File: config.mk
export PLATFORM = sky130hd
export DESIGN_NAME = spi_responder_flat
export DESIGN_NICKNAME = d
export VERILOG_FILES = /design/src/rtl/spi_pkg.sv /design/src/rtl/spi_responder_if.sv /design/src/rtl/spi_responder_sync_edge.sv /design/src/rtl/spi_responder.sv /design/src/flat_wrapper.sv
export SDC_FILE = /design/constraint.sdc
export NUM_CORES = 1
export LEC_CHECK = 0
export ABC_AREA = 1
export BUFFER_PORTS_ARGS = -buffer_cell sky130_fd_sc_hd__clkbuf_2
export CAP_MARGIN = 10
export CORE_MARGIN = 2
export CORE_UTILIZATION = 35
export DETAILED_ROUTE_END_ITERATION = 6
export GPL_TIMING_DRIVEN = 0
export HOLD_SLACK_MARGIN = 0.15
export REMOVE_ABC_BUFFERS = 1
export SYNTH_ARGS = -nofsm -noshare
export SYNTH_HDL_FRONTEND = slang
export SYNTH_HIERARCHICAL = 1
export SYNTH_SLANG_ARGS = --single-unit
File: constraint.sdc
create_clock -name internal_clk -period 1.69 [get_ports internal_clk]
set_input_delay 0.169 -clock internal_clk [delete_from_list [all_inputs] [get_ports internal_clk]]
set_output_delay 0.169 -clock internal_clk [all_outputs]
set_load 0.005 [all_outputs]
File: src/rtl/spi_pkg.sv
`default_nettype none
// ============================================================================
// Module   : spi_pkg
// Brief    : Shared SPI definitions (frame size, mode, responder states).
// Revision : 1.0
// ============================================================================
package spi_pkg;

  localparam int SPI_FRAME_SIZE      = 40;
  localparam bit SPI_MSB_FIRST       = 1'b1;
  localparam bit SPI_SAMPLE_ON_RISE  = 1'b1;

  typedef enum logic [1:0] {
    IDLE   = 2'd0,
    ACTIVE = 2'd1,
    DONE   = 2'd2
  } spi_state_t;

endpackage
`default_nettype wire

File: src/rtl/spi_responder_if.sv
`default_nettype none
// ============================================================================
// Module   : spi_responder_if
// Brief    : SPI pins plus tx/rx word handshake of the SPI responder.
// Revision : 1.0
// ============================================================================
interface spi_responder_if
  import spi_pkg::*;
#(
  parameter int SIZE = SPI_FRAME_SIZE
);

  logic            sclk_in;
  logic            cs_n_in;
  logic            mosi_in;
  logic            miso_out;
  logic [SIZE-1:0] tx_data_in;
  logic            tx_load_in;
  logic            tx_ready_out;
  logic [SIZE-1:0] rx_data_out;
  logic            rx_valid_out;
  logic            frame_error_out;

  modport slave (
    input  sclk_in, cs_n_in, mosi_in, tx_data_in, tx_load_in,
    output miso_out, tx_ready_out, rx_data_out, rx_valid_out, frame_error_out
  );

  modport master (
    output sclk_in, cs_n_in, mosi_in, tx_data_in, tx_load_in,
    input  miso_out, tx_ready_out, rx_data_out, rx_valid_out, frame_error_out
  );

endinterface
`default_nettype wire

File: src/rtl/spi_responder_sync_edge.sv
`default_nettype none
// ============================================================================
// Module   : sync_edge
// Brief    : Multi-flop input synchronizer with rise/fall pulse outputs.
// Revision : 1.0
// ============================================================================
module sync_edge
  import spi_pkg::*;
#(
  parameter int   SYNC_STAGES = 2,
  parameter logic RESET_VAL   = 1'b0
) (
  input  wire logic internal_clk,
  input  wire logic reset_n_in,
  input  wire logic async_in,
  output logic      rise_out,
  output logic      fall_out
);

  logic [SYNC_STAGES-1:0] r_sync;
  logic                   r_prev;

  always_ff @(posedge internal_clk or negedge reset_n_in) begin
    if (!reset_n_in) begin
      r_sync <= {SYNC_STAGES{RESET_VAL}};
      r_prev <= RESET_VAL;
    end else begin
      r_sync <= {r_sync[SYNC_STAGES-2:0], async_in};
      r_prev <= r_sync[SYNC_STAGES-1];
    end
  end

  // Edges come from the last two synchronized samples only.
  assign rise_out =  r_sync[SYNC_STAGES-1] & ~r_prev;
  assign fall_out = ~r_sync[SYNC_STAGES-1] &  r_prev;

endmodule
`default_nettype wire

File: src/rtl/spi_responder.sv
`default_nettype none
// ============================================================================
// Module   : spi_responder
// Brief    : Oversampling SPI mode-0 slave, MSB first, buffered tx word.
// Revision : 1.0
// ============================================================================
module spi_responder
  import spi_pkg::*;
#(
  parameter int SIZE        = SPI_FRAME_SIZE,
  parameter int SYNC_STAGES = 2
) (
  input  wire logic       internal_clk,
  input  wire logic       reset_n_in,
  spi_responder_if.slave  bus
);

  localparam int                CNT_W       = $clog2(SIZE + 1);
  localparam logic [CNT_W-1:0]  c_frame_len = CNT_W'(SIZE);

  logic                   w_sclk_rise;
  logic                   w_sclk_fall;
  logic                   w_cs_rise;
  logic                   w_cs_fall;
  logic                   w_mosi;
  logic [SIZE-1:0]        w_tx_next;

  logic [SYNC_STAGES-1:0] r_mosi_sync;
  spi_state_t             r_state;
  logic [SIZE-1:0]        r_tx_buf;
  logic [SIZE-1:0]        r_tx_shift;
  logic [SIZE-1:0]        r_rx_shift;
  logic [CNT_W-1:0]       r_bit_cnt;
  logic                   r_extra_seen;
  logic                   r_miso;
  logic [SIZE-1:0]        r_rx_data;
  logic                   r_rx_valid;
  logic                   r_frame_err;
  logic                   r_tx_ready;

  sync_edge #(
    .SYNC_STAGES (SYNC_STAGES),
    .RESET_VAL   (1'b0)
  ) u_sclk_sync (
    .internal_clk (internal_clk),
    .reset_n_in   (reset_n_in),
    .async_in     (bus.sclk_in),
    .rise_out     (w_sclk_rise),
    .fall_out     (w_sclk_fall)
  );

  sync_edge #(
    .SYNC_STAGES (SYNC_STAGES),
    .RESET_VAL   (1'b1)
  ) u_cs_sync (
    .internal_clk (internal_clk),
    .reset_n_in   (reset_n_in),
    .async_in     (bus.cs_n_in),
    .rise_out     (w_cs_rise),
    .fall_out     (w_cs_fall)
  );

  // Same depth as the SCK path so MOSI is aligned with the detected edge.
  always_ff @(posedge internal_clk or negedge reset_n_in) begin
    if (!reset_n_in) begin
      r_mosi_sync <= '0;
    end else begin
      r_mosi_sync <= {r_mosi_sync[SYNC_STAGES-2:0], bus.mosi_in};
    end
  end

  assign w_mosi    = r_mosi_sync[SYNC_STAGES-1];
  assign w_tx_next = bus.tx_load_in ? bus.tx_data_in : r_tx_buf;

  always_ff @(posedge internal_clk or negedge reset_n_in) begin
    if (!reset_n_in) begin
      r_state      <= IDLE;
      r_tx_buf     <= '0;
      r_tx_shift   <= '0;
      r_rx_shift   <= '0;
      r_bit_cnt    <= '0;
      r_extra_seen <= 1'b0;
      r_miso       <= 1'b0;
      r_rx_data    <= '0;
      r_rx_valid   <= 1'b0;
      r_frame_err  <= 1'b0;
      r_tx_ready   <= 1'b1;
    end else begin
      r_rx_valid  <= 1'b0;
      r_frame_err <= 1'b0;

      if (bus.tx_load_in) begin
        r_tx_buf   <= bus.tx_data_in;
        r_tx_ready <= 1'b0;
      end

      case (r_state)
        IDLE: begin
          r_miso <= 1'b0;
          if (w_cs_fall) begin
            r_tx_shift   <= w_tx_next;
            r_miso       <= w_tx_next[SIZE-1];
            r_bit_cnt    <= '0;
            r_extra_seen <= 1'b0;
            // A load in this very cycle refills the buffer it just handed over.
            if (!bus.tx_load_in) begin
              r_tx_ready <= 1'b1;
            end
            r_state <= ACTIVE;
          end
        end

        ACTIVE: begin
          if (r_bit_cnt == c_frame_len) begin
            r_rx_data  <= r_rx_shift;
            r_rx_valid <= 1'b1;
            r_miso     <= 1'b0;
            r_state    <= w_cs_rise ? IDLE : DONE;
          end else if (w_cs_rise) begin
            r_frame_err <= 1'b1;
            r_miso      <= 1'b0;
            r_state     <= IDLE;
          end else begin
            if (w_sclk_rise) begin
              r_rx_shift <= {r_rx_shift[SIZE-2:0], w_mosi};
              r_bit_cnt  <= r_bit_cnt + 1'b1;
            end
            if (w_sclk_fall) begin
              r_tx_shift <= {r_tx_shift[SIZE-2:0], 1'b0};
              r_miso     <= r_tx_shift[SIZE-2];
            end
          end
        end

        DONE: begin
          r_miso <= 1'b0;
          if (w_cs_rise) begin
            r_state <= IDLE;
          end else if (w_sclk_rise && !r_extra_seen) begin
            r_frame_err  <= 1'b1;
            r_extra_seen <= 1'b1;
          end
        end

        default: begin
          r_state <= IDLE;
        end
      endcase
    end
  end

  assign bus.miso_out        = r_miso;
  assign bus.tx_ready_out    = r_tx_ready;
  assign bus.rx_data_out     = r_rx_data;
  assign bus.rx_valid_out    = r_rx_valid;
  assign bus.frame_error_out = r_frame_err;

endmodule
`default_nettype wire

File: src/flat_wrapper.sv
// flat-port wrapper written by rule: the top's interface ports become plain ports
module spi_responder_flat import spi_pkg::*;
#(
  parameter int SIZE        = SPI_FRAME_SIZE,
  parameter int SYNC_STAGES = 2
)
  (internal_clk, reset_n_in, bus_sclk_in, bus_cs_n_in, bus_mosi_in, bus_tx_data_in, bus_tx_load_in, bus_miso_out, bus_tx_ready_out, bus_rx_data_out, bus_rx_valid_out, bus_frame_error_out);
  spi_responder_if #(.SIZE(SIZE)) bus_i ();
  input  wire logic internal_clk;
  input  wire logic reset_n_in;
  input wire logic [$bits(bus_i.sclk_in)-1:0] bus_sclk_in;
  input wire logic [$bits(bus_i.cs_n_in)-1:0] bus_cs_n_in;
  input wire logic [$bits(bus_i.mosi_in)-1:0] bus_mosi_in;
  input wire logic [$bits(bus_i.tx_data_in)-1:0] bus_tx_data_in;
  input wire logic [$bits(bus_i.tx_load_in)-1:0] bus_tx_load_in;
  output wire logic [$bits(bus_i.miso_out)-1:0] bus_miso_out;
  output wire logic [$bits(bus_i.tx_ready_out)-1:0] bus_tx_ready_out;
  output wire logic [$bits(bus_i.rx_data_out)-1:0] bus_rx_data_out;
  output wire logic [$bits(bus_i.rx_valid_out)-1:0] bus_rx_valid_out;
  output wire logic [$bits(bus_i.frame_error_out)-1:0] bus_frame_error_out;
  assign bus_i.sclk_in = bus_sclk_in;
  assign bus_i.cs_n_in = bus_cs_n_in;
  assign bus_i.mosi_in = bus_mosi_in;
  assign bus_i.tx_data_in = bus_tx_data_in;
  assign bus_i.tx_load_in = bus_tx_load_in;
  assign bus_miso_out = bus_i.miso_out;
  assign bus_tx_ready_out = bus_i.tx_ready_out;
  assign bus_rx_data_out = bus_i.rx_data_out;
  assign bus_rx_valid_out = bus_i.rx_valid_out;
  assign bus_frame_error_out = bus_i.frame_error_out;
  spi_responder #(.SIZE(SIZE), .SYNC_STAGES(SYNC_STAGES)) u_core (.internal_clk(internal_clk), .reset_n_in(reset_n_in), .bus(bus_i));
endmodule
==> flow_summary.yaml <==
clock_tree:
  htreeDepth: 4
  cts.path.max_buffers: 2
  clk_pin_slew_worst_paths_ns: 0.07
  cts_made_buffers: 17
  cts.sinks: 180
  cts_tree: "done"
  cts-root-buf: "clkbuf_16"
  clk_latency_ns: 0.42
synth:
  synth_area_um2: 7490
  post-synth-top-area-cell: "dfrtp_1"
  synth_edf_count: 0
  synthFlopType: "dfrtp_1"
  postSynthAreaPerCell_um2: 9.87
  async_reset_ff_frac: 1.00
  ys_types: 31
  postSynthCellCount: 759
  synth-seq-cells: 180
  seq_area_frac_synth: 0.602
  yosysTopAreaCellShare: 0.588
  ys_warn_count: 6
  ys_top_cells_by_area: "dfrtp_1, nand2_1, o21ai_0, mux2i_1, inv_1"
worst_setup_path:
  path_cells: "ha_4 -> buf_6 -> nand2_2 -> inv_2 -> nor2_4 -> buf_12 -> buf_6 -> buf_6 -> nand3_4 -> nand2_2 -> o21ai_2"
  critPathSlowestCell: "dfrtp_2"
  cp_max_fo: 5
  critPathTopFamily: "buffers and inverters"
  crit_buf_inv: 5
  slowest_delay_ns: 0.45
  required_ns: 1.99
  reg2reg_setup_slack_ns: -0.08
  cpMostUsedCell: "buf_6"
  worstSetupPathType: "flop to flop"
  arrival_ns: 2.07
  end_kind: "flop"
  cp-start-kind: "flop"
layout:
  fin_cells: 1244
  drive_above_1_share: 0.314
  diodes: 0
  layout_commonest_cell: "dfrtp_1"
  final_util: 0.505
  final_nets: 1009
  synthToLayoutAreaGrowth_pct: 41.7
  final_cell_mix: "dfrtp_1, nand2_1, o21ai_0"
  fin_area_um2: 10600
global_routing:
  grt_pass1_vias: 5899
  grt_antenna_before_repair: 0
  grt_max_degree: 97
  grt_overflow_total: 0
  grt_pass1_wl_um: 31000
  grtUsageTotal: 0.178
placed_design:
  place_congestion: 0.779
  dp_hpwl_um: 8620
  port_buffers: 89
  place_area_um2: 8150
  preCtsSetupSlack_ns: -2.13
  dp_cells: 1088
sta:
  worst_slew_pin_slew_ns: 0.709
  post-route-min-period_ns: 1.77
  finClkSkew_ns: 0.0112
  setup_tns_ns: -1.67
  clock.fmax_ghz: 0.565
  slew-limit-headroom: 0.527
  finalWorstSetupSlack_ns: -0.0801
  setup_viol: 40
  drv_slew: 0
  rsz0062_at_grt: "yes"
  min_period_over_period: 1.05
  whs_ns: 0.343
  hold_viol: 0
routing:
  dr.pass1.iters: 4
  wl_um: 20300
  detail_route.vias_per_cell: 4.71
  drt-wirelength-per-cell_um: 16.3
  drt_iter0_drc: 337
  ant_nets: 0
  num_vias: 5864
  remaining_drc_errors: 0
power_and_ir_drop:
  powerDensity_nw_per_um2: 1430
  switchingPower_mw: 5.16
  p_seq_frac: 0.355
  p_leak_nw: 4.98
  p_int_mw: 10.1
  peakVddDrop_mv: 0.762
  power.share.combinational: 0.374
  swShare: 0.339
  power_frac_clock: 0.270
  total_power_mw: 15.2
job:
  max_cap_violations: 0
floorplanning:
  initial_core_util: 0.357
  dieArea_um2: 22600
  num_rows: 53
  die_x_um: 150
  io_pins: 90
  die_h_um: 150
  core_um2: 21000
worst_hold_path:
  hp-class: "input pin to asynchronous set/reset pin"
run_status:
  violations: "negative setup slack"
  status: "finished with violations"
-- area by class of cell --
cell class                 instances  area [um2]
timing repair buffer             201        1880
inverter                         101         392
multi-input combinational        455        2890
fill                            1860       10400
tap                              275         344
sequential                       180        4510
clock buffer                      19         433
clock inverter                    13         173
-- kinds of logic after synthesis --
kind of cell             synth area share
flip-flops                          0.602
adder cells (fa/ha/maj)            0.0117
XOR/XNOR                          0.00117
AND/OR/NAND/NOR                     0.127
buffers and inverters              0.0808
AO/OA/AOI/OAI                       0.127
multiplexers                       0.0508
-- cells in the mapped netlist (6+ instances only) --
library cell and instances:
nand2_2 20, a21oi_1 6, nand3_1 10, o21ai_2 20, buf_2 23, nand2_1 165, nor2_1 14, mux2i_1 38
ha_1 7, o21ai_1 30, inv_1 96, o21ai_0 117, dfrtp_1 176, clkbuf_1 8
-- power by group through the flow --
stage / Clock (mW) / Combinational [mW] / Sequential, mW
floorplan: 0 / 2.17 / 5.33
global placement: 0 / 2.55 / 5.39
detailed placement: 0 / 2.81 / 5.43
CTS: 4.24 / 5.03 / 5.37
global route: 4.40 / 6.13 / 5.49
finish: 4.12 / 5.70 / 5.41
-- metal layers --
| metal | track usage | share of wire |
|---|---|---|
| met1 | 0.236 | 0.46 |
| met2 | 0.289 | 0.48 |
| met3 | 0.0418 | 0.045 |
| met4 | 0.0594 | 0.014 |
| met5 | 0 | 0 |
-- worst paths after layout --
check,from,to,cells past startpoint
worst max-delay path,u_core/r_state[0],u_core/r_tx_shift[30],11
worst min-delay path,reset_n_in,u_core/bus.rx_data_out[10],2
worst max register to register,u_core/r_state[0],u_core/r_tx_shift[30],11
worst min register to register,u_core/r_mosi_sync[0],u_core/r_mosi_sync[1],0
max in group asynchronous,reset_n_in,u_core/r_tx_shift[27],3
min in group internal_clk,u_core/r_mosi_sync[0],u_core/r_mosi_sync[1],0
-- flip-flops by register name, indices dropped and copies added (netlist names) --
signal	count
u_core/bus.frame_error_out	1
u_core/bus.miso_out	1
u_core/bus.rx_data_out	40
u_core/bus.rx_valid_out	1
u_core/bus.tx_ready_out	1
u_core/r_bit_cnt	6
u_core/r_extra_seen	1
u_core/r_mosi_sync	2
u_core/r_rx_shift	40
u_core/r_state	2
u_core/r_tx_buf	40
u_core/r_tx_shift	39
u_core/u_cs_sync/r_prev	1
u_core/u_cs_sync/r_sync	2
u_core/u_sclk_sync/r_prev	1
u_core/u_sclk_sync/r_sync	2
-- repair_timing --
action / 4_1_cts / 5_1_grt
gates resized for setup: 62 / 76
pin swaps: 11 / 19
cloned: 18 / 7
hold endpoints to repair: 127 / 0
setup buffers: 35 / 24
setup endpoints to repair: 130 / 121
hold buffers: 44 / 0
(Power assumes the default switching activity.)
